[config.mk]
export PLATFORM = sky130hd
export DESIGN_NAME = xor_stream_decrypt
export DESIGN_NICKNAME = d
export VERILOG_FILES = /design/src/rtl/xor_stream_decrypt_pkg.sv /design/src/rtl/xor_stream_decrypt_key_reg.sv /design/src/rtl/xor_stream_decrypt.sv
export SDC_FILE = /design/constraint.sdc
export NUM_CORES = 1
export LEC_CHECK = 0
export CORE_AREA = 2 2 49 56
export CTS_CLUSTER_DIAMETER = 40
export DETAILED_ROUTE_END_ITERATION = 8
export DIE_AREA = 0 0 51 58
export DONT_BUFFER_PORTS = 1
export PLACE_DENSITY = 0.77
export SLEW_MARGIN = 20
export SYNTH_ARGS = -nofsm -noshare
export SYNTH_HDL_FRONTEND = slang
export SYNTH_HIERARCHICAL = 1
export SYNTH_SLANG_ARGS = --single-unit
[constraint.sdc]
create_clock -name iClk -period 3.6 [get_ports iClk]
set_clock_uncertainty 0.2 [all_clocks]
set_input_delay 0.72 -clock iClk [delete_from_list [all_inputs] [get_ports iClk]]
set_output_delay 0.72 -clock iClk [all_outputs]
set_load 0.03 [all_outputs]
[src/rtl/xor_stream_decrypt_pkg.sv]
// Shared defaults and FSM encoding for the serial XOR cipher receive path.
package xor_stream_decrypt_pkg;

    localparam int DEF_KEY_W = 4;
    localparam int DEF_MSG_W = 8;

    typedef enum logic [1:0] {
        ST_IDLE     = 2'd0,
        ST_LOAD_KEY = 2'd1,
        ST_RECV_MSG = 2'd2
    } xorState_e;

    // Index width that stays legal for degenerate single-entry ranges.
    function automatic int idxWidth(input int n);
        return (n > 1) ? $clog2(n) : 1;
    endfunction

endpackage

[src/rtl/xor_stream_decrypt_key_reg.sv]
// Key shift register with fill counter and cyclic key-bit selector.
import xor_stream_decrypt_pkg::*;

module xor_stream_decrypt_key_reg #(
    parameter int KEY_W = DEF_KEY_W
) (
    input  logic iClk,
    input  logic iRst,
    input  logic iShift,   // shift iBit into the key this cycle
    input  logic iCntClr,  // first bit of a new key load
    input  logic iBit,
    input  logic iStep,    // consume one key bit for decryption
    input  logic iIdxClr,  // first cipher bit of a new message
    output logic oKeyBit,
    output logic oKeyRdy
);

    localparam int KIDX_W = idxWidth(KEY_W);
    localparam int CNT_W  = $clog2(KEY_W + 1);
    localparam logic [KIDX_W-1:0] KIDX_LAST = KIDX_W'(KEY_W - 1);
    localparam logic [CNT_W-1:0]  CNT_MAX   = CNT_W'(KEY_W);

    logic [KEY_W-1:0]  keyReg;
    logic [CNT_W-1:0]  keyCntReg;
    logic [KIDX_W-1:0] kidxReg;
    logic [KIDX_W-1:0] kidxEff;

    // A restarting message uses key bit 0 on its very first cipher bit.
    assign kidxEff = iIdxClr ? '0 : kidxReg;
    assign oKeyBit = keyReg[KIDX_LAST - kidxEff];
    assign oKeyRdy = (keyCntReg == CNT_MAX);

    always_ff @(posedge iClk) begin
        if (iRst) begin
            keyReg    <= '0;
            keyCntReg <= '0;
            kidxReg   <= '0;
        end else begin
            if (iShift) begin
                keyReg <= {keyReg[KEY_W-2:0], iBit};
                if (iCntClr)
                    keyCntReg <= CNT_W'(1);
                else if (keyCntReg != CNT_MAX)
                    keyCntReg <= keyCntReg + CNT_W'(1);
            end
            if (iStep)
                kidxReg <= (kidxEff == KIDX_LAST) ? '0 : kidxEff + KIDX_W'(1);
        end
    end

endmodule

[src/rtl/xor_stream_decrypt.sv]
// Serial XOR stream decryptor: loads a key, decrypts cipher bits, emits words.
import xor_stream_decrypt_pkg::*;

module xor_stream_decrypt #(
    parameter int KEY_W = DEF_KEY_W,
    parameter int MSG_W = DEF_MSG_W
) (
    input  logic             iClk,
    input  logic             iRst,
    input  logic             iEn,
    input  logic             iData_in,
    input  logic             iLoad_key,
    input  logic             iLoad_msg,
    output logic             oData_out,
    output logic             oBit_vld,
    output logic [MSG_W-1:0] oMsg,
    output logic             oValid,
    output logic             oKey_rdy,
    output logic             oErr
);

    localparam int BCNT_W = idxWidth(MSG_W);
    localparam logic [BCNT_W-1:0] BCNT_LAST = BCNT_W'(MSG_W - 1);

    xorState_e         stateReg;
    logic [MSG_W-1:0]  sreg;
    logic [BCNT_W-1:0] bcntReg;
    logic [BCNT_W-1:0] bcntEff;
    logic [MSG_W-1:0]  sregNext;

    logic takeKey, takeMsg, errNow, keyRestart, msgRestart;
    logic keyBit, keyRdy, plainBit;

    // Key load always wins over a simultaneous cipher request.
    always_comb begin
        takeKey    = iLoad_key;
        takeMsg    = iLoad_msg & ~iLoad_key & keyRdy;
        errNow     = iLoad_msg & (iLoad_key | ~keyRdy);
        keyRestart = takeKey & (stateReg != ST_LOAD_KEY);
        msgRestart = takeMsg & (stateReg != ST_RECV_MSG);
        plainBit   = iData_in ^ keyBit;
        bcntEff    = msgRestart ? '0 : bcntReg;
        sregNext   = {sreg[MSG_W-2:0], plainBit};
    end

    xor_stream_decrypt_key_reg #(.KEY_W(KEY_W)) uKeyReg (
        .iClk    (iClk),
        .iRst    (iRst),
        .iShift  (iEn & takeKey),
        .iCntClr (keyRestart),
        .iBit    (iData_in),
        .iStep   (iEn & takeMsg),
        .iIdxClr (msgRestart),
        .oKeyBit (keyBit),
        .oKeyRdy (keyRdy)
    );

    assign oKey_rdy = keyRdy;

    always_ff @(posedge iClk) begin
        if (iRst) begin
            stateReg  <= ST_IDLE;
            sreg      <= '0;
            bcntReg   <= '0;
            oData_out <= 1'b0;
            oBit_vld  <= 1'b0;
            oMsg      <= '0;
            oValid    <= 1'b0;
            oErr      <= 1'b0;
        end else if (!iEn) begin
            oBit_vld <= 1'b0;
            oValid   <= 1'b0;
            oErr     <= 1'b0;
        end else begin
            oErr     <= errNow;
            oBit_vld <= takeMsg;
            oValid   <= 1'b0;
            if (takeKey)
                stateReg <= ST_LOAD_KEY;
            else if (takeMsg)
                stateReg <= ST_RECV_MSG;
            else
                stateReg <= ST_IDLE;

            if (takeMsg) begin
                oData_out <= plainBit;
                sreg      <= sregNext;
                if (bcntEff == BCNT_LAST) begin
                    oMsg    <= sregNext;
                    oValid  <= 1'b1;
                    bcntReg <= '0;
                end else begin
                    bcntReg <= bcntEff + BCNT_W'(1);
                end
            end else begin
                // Leaving the message stream drops any partial word.
                bcntReg <= '0;
            end
        end
    end

endmodule

=== Word level (Yosys, flattened, before mapping) ===
Index checks and enable logic that the tools add are counted.

* Output and inout port bits: 13
* Logic and storage cells: 53
* Register bits after elaboration: 33

* Equality and inequality tests: 6
* Reductions and logical operators: 6
* Bitwise logic cells: 13
* $add $sub $neg: 4
* $lt $le $gt $ge: 1
* Multiplexer cells: 12

{| class="wikitable"
|+ Operators with widths
! kind !! number
|-
| 3-bit 2-to-1 mux || 5
|-
| 2-bit 2-to-1 mux || 4
|-
| 1-bit AND || 7
|-
| 3-bit by 1-bit adder with 3-bit output, second input constant || 2
|-
| 3-bit equality test, second input constant || 2
|-
| 1-bit NOT || 4
|-
| 2-bit AND reduction || 2
|-
| 2-bit by 3-bit < comparator with 1-bit output, second input constant || 1
|-
| 3-bit inequality test, second input constant || 1
|-
| 3-bit AND reduction || 1
|-
| 3-bit OR reduction || 1
|-
| 2-bit by 1-bit adder with 2-bit output, second input constant || 1
|-
| 1-bit binary-select mux with 2-bit select || 1
|-
| 2-bit equality test, second input constant || 1
|-
| 1-bit 2-to-1 mux || 2
|-
| 2-bit by 1-bit inequality test with 1-bit output, second input constant || 1
|-
| 2-bit inequality test, second input constant || 1
|-
| 2-bit nonzero test || 1
|-
| 2-bit OR reduction || 1
|-
| 2-bit subtractor, first input constant || 1
|-
| 1-bit bitwise OR || 1
|-
| 1-bit XOR || 1
|}

=== Logic depth before layout (Yosys ltp) ===
Gate-level depths: netlist of run 1.

* Depth in word-level cells: 9
* Gate-level depth with buffers: 13
* Mapped depth without buffers: 12

=== Hierarchy ===
Netlist of run 1, hierarchy kept.

{| class="wikitable"
|+ By module, submodules not included
! module !! area each (µm²) !! seq. area each (µm²) !! cells an instance !! times used
|-
| xor_stream_decrypt || 910.9 || 460.4 || 102 || 1
|-
| xor_stream_decrypt_key_reg || 456.7 || 180.2 || 50 || 1
|}

=== Least setup slack after synthesis of run 1 ===
No wires, ideal clock.

* Path type: reg-to-reg
* Start point: register uKeyReg.keyCntReg[0]
* End point: register oMsg[1]
* Library setup time: 0.071 ns
* Period minus slack after synthesis: 2.541 ns
* Cell stages (with the launch flop): 14
* Arrival time: 2.271 ns
* Required time: 3.329 ns
* Path buffers: 1
* Setup slack: 1.059 ns
* Cell sequence: dfxtp_1 > inv_1 > ha_1 > nand2_1 > inv_1 > nor2b_1 > o211a_1 > nor2b_1 > ha_1 > ha_1 > buf_2 > inv_1 > o21ai_0 > a21oi_1

* Cells in the longest elaborated chain, start to end: 6

{| class="wikitable"
|+ RTL lines
! what !! line !! text
|-
| start, declared || xor_stream_decrypt_key_reg.sv:24 || <nowiki>logic [CNT_W-1:0] keyCntReg;</nowiki>
|-
| start signal, assigned || xor_stream_decrypt_key_reg.sv:44 || <nowiki>keyCntReg <= keyCntReg + CNT_W'(1);</nowiki>
|-
| 3-bit equality test || xor_stream_decrypt_key_reg.sv:31 || <nowiki>assign oKeyRdy = (keyCntReg == CNT_MAX);</nowiki>
|-
| via oKey_rdy || xor_stream_decrypt.sv:18 || <nowiki>output logic oKey_rdy,</nowiki>
|-
| 1-bit AND || xor_stream_decrypt.sv:37 || <nowiki>takeMsg = iLoad_msg & ~iLoad_key & keyRdy;</nowiki>
|-
| 1-bit AND || xor_stream_decrypt.sv:40 || <nowiki>msgRestart = takeMsg & (stateReg != ST_RECV_MSG);</nowiki>
|-
| via msgRestart || xor_stream_decrypt.sv:31 || <nowiki>logic takeKey, takeMsg, errNow, keyRestart, msgRestart;</nowiki>
|-
| 3-bit 2-to-1 mux || xor_stream_decrypt.sv:42 || <nowiki>bcntEff = msgRestart ? '0 : bcntReg;</nowiki>
|-
| 3-bit equality test || xor_stream_decrypt.sv:88 || <nowiki>if (bcntEff == BCNT_LAST) begin</nowiki>
|-
| 3-bit AND reduction (no line) || - ||
|-
| end signal, assigned || xor_stream_decrypt.sv:89 || <nowiki>oMsg <= sregNext;</nowiki>
|-
| end, declared || xor_stream_decrypt.sv:16 || <nowiki>output logic [MSG_W-1:0] oMsg,</nowiki>
|}

The timed path passes the listed nets, and every way through them passes these cells.
A chain may end at the register's enable or synchronous reset.

=== Worst setup path after layout of run 1 ===
* Start point: register uKeyReg.keyCntReg[1]
* End point: register oMsg[5]

The elaborated chain is that of the path after synthesis.

==> flow_summary.ini, run 1 <==
[worst_setup_path]
ff2ff_path_depth = 12
setup.worst_path.end_class = register
r2r_slack_ns = 0.67
path_max_fanout = 10
r2r-start = uKeyReg/keyCntReg[1]
cp.arrival_ns = 2.99
r2r_end = oMsg[5]
critPathLaunchType = register
cp.required_ns = 3.66
critPathKind = reg -> reg

[logic_synthesis]
synth_top_area_frac = 0.4684
seq_area_frac_synth = 0.4684
synth_area_leaders = dfxtp_1, a21oi_1, nand2_1
synth-seq-cells = 32
synth_edf_count = 0
async_flop_share = 0
ys_warn_count = 6
yosys-top-cells-count = dfxtp_1, a21oi_1, nand2_1
synth_cells = 152
yosysMostFrequentCell = dfxtp_1
synth.avg_cell_area_um2 = 8.997
syn_nets = 162
synth.largest_area_cell = dfxtp_1
synth_area_um2 = 1368
ys.flop_type = dfxtp_1
yosysUniqueCellTypes = 34

[routing]
m1WireLength_um = 1053
drt_iter0_markers = 15
dr.max_layer_used = met4
first_pass_iters = 4
remaining_drc_errors = 0
vias_per_cell = 5.749
wl_per_cell_um = 14.22
wl_met2_um = 1326
route.met3.wl_um = 159
route.vias.total = 1052
drtAntennaViolNets = 0
wl_um = 2603

[place]
gp_congestion = 0.7908
io_buffer_count = 0
dpl_cell_area_um2 = 1355
place_hpwl_um = 1758

[layout]
multi_input_area_um2 = 644.4
syn2layout_area_growth_pct = 4.666
final_nets = 161
n_fill_cell = 219
area.sequential_um2 = 640.6
design_area_um2 = 1431
layout-drive-gt1-share = 0.09868
n_antenna_cell = 0

[pwr]
power.internal_uw = 509.2
p_sw_frac = 0.2063
power_frac_comb = 0.025
powerDensity_nw_per_um2 = 448.2
clockPowerShare = 0.414
p_switching_uw = 132.4
seq_power_share = 0.561
ir_worst_vdd_mv = 0.3980
p_leak_nw = 0.5461

[floorplanning]
dieHeight_um = 58
row_count = 19
coreArea_um2 = 2401
die_area_um2 = 2958
pin_count = 19
die_w_um = 51
start_util = 0.5696

[cts]
clkTransAtPathRegs_ns = 0.10
cts_sinks = 32
worstSkewPairLatency_ns = 0.33
numCtsBuffers = 5
cts_setup_buffers = 0
cts_tree = done
post_cts_resized = 0
clock_tree.root_cell = clkbuf_4
cts_buffer_depth = 2
htree_levels = 2
hold_buffers = 0

[grt]
grt_start_max_net_pins = 33
grt_usage = 0.2038
first_global_vias = 996
antenna_found_initial = 0
overflow = 0
grt_pass1_wl_um = 4491

[sta]
setup_viol = 0
max_freq_mhz = 341.9
rsz0062_at_grt = false
fin_crit_sh = 0.8125
fin_crit_ns = 2.925
tns_ns = 0
slew_headroom = 0.7022
slew_violations = 0
worst_pin_slew_ns = 0.4467
finalHoldViolations = 0

[run_status]
outcome = complete, no violations

[job]
cap_violations = 0

[worst_hold_path]
hold_path.class = in -> reg
hold_depth = 1
hp-start = iRst
holdPathEnd = oMsg[2]
## flip-flops by register name, indices dropped and copies added (netlist names)
name,flops
oMsg,8
oValid,1
oBit_vld,1
oErr,1
uKeyReg/kidxReg,2
sreg,7
stateReg,2
bcntReg,3
uKeyReg/keyReg,4
uKeyReg/keyCntReg,3
## cell type report
cell class                      count  share of cell area
Clock buffer                        6             0.02885
Clock inverter                      2             0.02448
Inverter                            8             0.02185
Multi-Input combinational cell    104              0.4502
Sequential cell                    32              0.4476
Tap cell                           31             0.02710
## cells by family (layout without fill, tap and decap cells)
group                    Yosys count  after routing  synth area share
adder cells (fa/ha/maj)            4              4           0.03660
AND/OR/NAND/NOR                   50             50            0.1876
flip-flops                        32             32            0.4684
multiplexers                       5              5           0.04025
buffers and inverters             16             16           0.06038
AO/OA/AOI/OAI                     44             44            0.2004
XOR/XNOR                           1              1          0.006406
## worst max-delay path, stage by stage (launching register included)
cell     delay [ns]
dfxtp_1        0.36
inv_1          0.07
ha_1           0.18
nand2_1        0.11
inv_1          0.32
nor2b_1        0.23
o211a_1        0.28
nor2b_1        0.08
ha_1           0.20
ha_1           0.30
inv_1          0.23
o21ai_0        0.13
a21oi_1        0.17
## per-layer routing
| metal | vias to the layer above | global-route usage |
|---|---|---|
| met5 | - | 0 |
| met4 | 0 | 0.1197 |
| met3 | 8 | 0.07474 |
| met2 | 28 | 0.3284 |
| met1 | 497 | 0.2295 |
| li1 | 519 | - |
## layout by cell type (no fill, tap or decap), drive strengths merged
master and instances:
dfxtp 32, a21oi 20, nand2 15, nor2 13, o21ai 11, inv 7, nand3 7, nor2b 6
clkbuf 6, a22oi 5, ha 4, mux2i 4, a211oi 3, and2b 3, clkinv 2, nor3 2
nand4b 1, o211a 1, and2 1, a21boi 1, xnor2 1, a311oi 1, nand3b 1, bufinv 1
mux2 1, nand4 1, a31oi 1, a41o 1
## worst max-delay path by stage
stage	startpoint	to	slack (ns)	depth (start not counted)
2_1_floorplan	uKeyReg/keyCntReg[0]	oMsg[1]	1.06	13
3_3_place_gp	uKeyReg/keyCntReg[0]	oMsg[4]	0.92	12
3_5_place_dp	uKeyReg/keyCntReg[0]	oMsg[4]	0.78	12
4_1_cts	uKeyReg/keyCntReg[1]	oMsg[4]	0.69	12
5_1_grt	uKeyReg/keyCntReg[0]	oMsg[4]	0.45	12
6_report	uKeyReg/keyCntReg[1]	oMsg[5]	0.67	12
## metrics by stage
| step | power [mW] | setup WS, ns | util | hold slack (ns) | std cells |
|---|---|---|---|---|---|
| global route | 0.6658 | 0.4500 | 0.5961 | 0.2106 | 183 |
| CTS | 0.6483 | 0.6941 | 0.5961 | 0.2241 | 183 |
| detailed placement | 0.3830 | 0.7767 | 0.5644 | 0.2575 | 175 |
| floorplan | 0.3848 | 1.059 | - | 0.2366 | 152 |
| global placement | 0.3821 | 0.9170 | 0.5644 | 0.2485 | 175 |
| finish | 0.6416 | 0.6750 | 0.5961 | 0.2385 | 183 |
## power by group through the flow
stage | registers (mW) | clock network [mW] | logic, mW
floorplan | 0.367 | 0 | 0.0173
global placement | 0.368 | 0 | 0.0143
detailed placement | 0.368 | 0 | 0.0148
CTS | 0.360 | 0.272 | 0.0158
global route | 0.361 | 0.288 | 0.0173
finish | 0.360 | 0.265 | 0.0161
No activity file was read; power rests on OpenSTA's default activity.
==> run 2: changes to the inputs <==
- ABC_AREA: unset -> 1
- CORE_AREA: 2 2 49 56 -> 2 2 50 56
- DIE_AREA: 0 0 51 58 -> 0 0 52 58
- clock period: 3.6 -> 2.7 ns (I/O delays scaled with it)
==> flow_summary.ini, run 2 <==
[layout]
final_util = 0.5989
largest_registers = oMsg x8, sreg x7, uKeyReg/keyReg x4
n_antenna_cell = 0
layout-drive-gt1-share = 0.1452
syn2layout_area_growth_pct = 4.924
n_fill_cell = 241
multi_input_area_um2 = 614.3
largest_register = oMsg
final_nets = 196
largest_reg_flops = 8
mostFrequentLayoutCell = nand2_1
design_area_um2 = 1466
area.sequential_um2 = 640.6
layout_common_cells = nand2_1, dfxtp_1, inv_1
instances_no_fill = 217

[cts]
worstSkewPairLatency_ns = 0.32
cts_buffer_depth = 2
clock_tree.root_cell = clkbuf_4
clkTransAtPathRegs_ns = 0.09
htree_levels = 2
cts_setup_buffers = 0
cts_sinks = 32
hold_buffers = 0
numCtsBuffers = 5
post_cts_resized = 0
cts_tree = done

[worst_setup_path]
path_max_fanout = 10
critPathLaunchType = register
crit_chain = inv_1 > ha_1 > nand2_1 > inv_1 > nand3_1 > nor2_1 > nor2_1 > ha_1 > ha_1 > nand3_4 > clkinv_4 > nand2_1 > a21oi_1
r2r_slack_ns = 0.40
setup.worst_path.end_class = register
cp.required_ns = 2.72
cp_common_cell = ha_1
critPathKind = reg -> reg
cp_slowest_cell = dfxtp_1
cp.arrival_ns = 2.33
slowest_delay_ns = 0.33

[logic_synthesis]
synth_cells = 180
ys_warn_count = 6
yosys-top-cells-count = nand2_1, dfxtp_1, inv_1
seq_area_frac_synth = 0.4584
synth-adder-area-share = 0.03581
synth-compound-area-share = 0.1361
async_flop_share = 0
synth-seq-cells = 32
synth_edf_count = 0
yosysMostFrequentCell = nand2_1
synth.largest_area_cell = dfxtp_1
synth_top_family_by_area = simple AND/OR/NAND/NOR gates
synth_top_area_frac = 0.4584
synth_xor_area_frac = 0.01253
yosysUniqueCellTypes = 31
synth.avg_cell_area_um2 = 7.764
ys.flop_type = dfxtp_1
synth_area_leaders = dfxtp_1, nand2_1, a21oi_1
syn_nets = 190
synth.mux.area_fraction = 0
yosys.area_share.simple = 0.2551
synth_area_um2 = 1398

[pwr]
total_power_uw = 774.2
p_leak_nw = 0.6345
powerDensity_nw_per_um2 = 527.9
ir_worst_vdd_mv = 0.4397

[worst_hold_path]
hold_path.class = in -> reg

[routing]
wl_per_cell_um = 11.53
wl_um = 2502
remaining_drc_errors = 0
drtAntennaViolNets = 0
vias_per_cell = 5.161
first_pass_iters = 5
drt_iter0_markers = 28
route.vias.total = 1120

[floorplanning]
die_w_um = 52
pin_count = 19
row_count = 19
start_util = 0.5708
die_area_um2 = 3016
dieHeight_um = 58
coreArea_um2 = 2449

[sta]
hold_ws_ns = 0.06172
slew_headroom = 0.7584
tns_ns = 0
fin_crit_ns = 2.303
finalHoldViolations = 0
worst_pin_slew_ns = 0.3619
rsz0062_at_grt = false
setup_viol = 0
slew_violations = 0
fin_ws_ns = 0.3965
max_freq_mhz = 434.1
fin_crit_sh = 0.8531

[place]
place_inst = 210
place_hpwl_um = 1880
gp_congestion = 0.7465
io_buffer_count = 0
dpl_cell_area_um2 = 1420
pre_cts_slack_ns = 0.4126

[grt]
first_global_vias = 1069
grt_usage = 0.1980
overflow = 0
antenna_found_initial = 0
grt_start_max_net_pins = 16
grt_pass1_wl_um = 4333

[job]
cap_violations = 0

[run_status]
outcome = complete, no violations
-- run 2: cells by family after synthesis --
family                   Yosys count
AO/OA/AOI/OAI                     35
XOR/XNOR                           2
flip-flops                        32
adder cells (fa/ha/maj)            4
AND/OR/NAND/NOR                   77
buffers and inverters             30
-- run 2: layout make-up --
type	instances	area share
repair buffers	2	0.01024
multi-input cells	118	0.4189
inverters	27	0.07594
well taps	31	0.02645
flip-flops and latches	32	0.4369
clock buffers	6	0.02816
clock inverters	1	0.003413
-- run 2: worst paths after layout --
kind	cells past startpoint	to	startpoint
min reg2reg	2	oMsg[7]	sreg[6]
min	1	bcntReg[1]	iRst
max	13	oMsg[1]	uKeyReg/keyCntReg[0]
max reg2reg	13	oMsg[1]	uKeyReg/keyCntReg[0]
-- run 2: per-layer routing --
metal,routed length [um],track usage,up-vias
met5,0,0,-
met4,54,0.1241,0
met3,123,0.08505,8
met2,1283,0.3327,20
met1,1040,0.1974,515
li1,-,-,577
-- run 2: critical path, delay by kind of cell (launching register included) --
kind            cells  cell delay, ns
compound gates      1            0.07
fa+ha+maj           3            0.58
buf+inv             3            0.25
flops               1            0.33
simple gates        6            0.76
-- run 2: report_power, final --
| part | internal (mW) | total (mW) | switching (mW) | leakage [nW] |
|---|---|---|---|---|
| Combinational | 0.0138 | 0.0384 | 0.0246 | 0.347 |
| Clock | 0.0958 | 0.251 | 0.155 | 0.0281 |
| Sequential | 0.479 | 0.485 | 0.00578 | 0.259 |
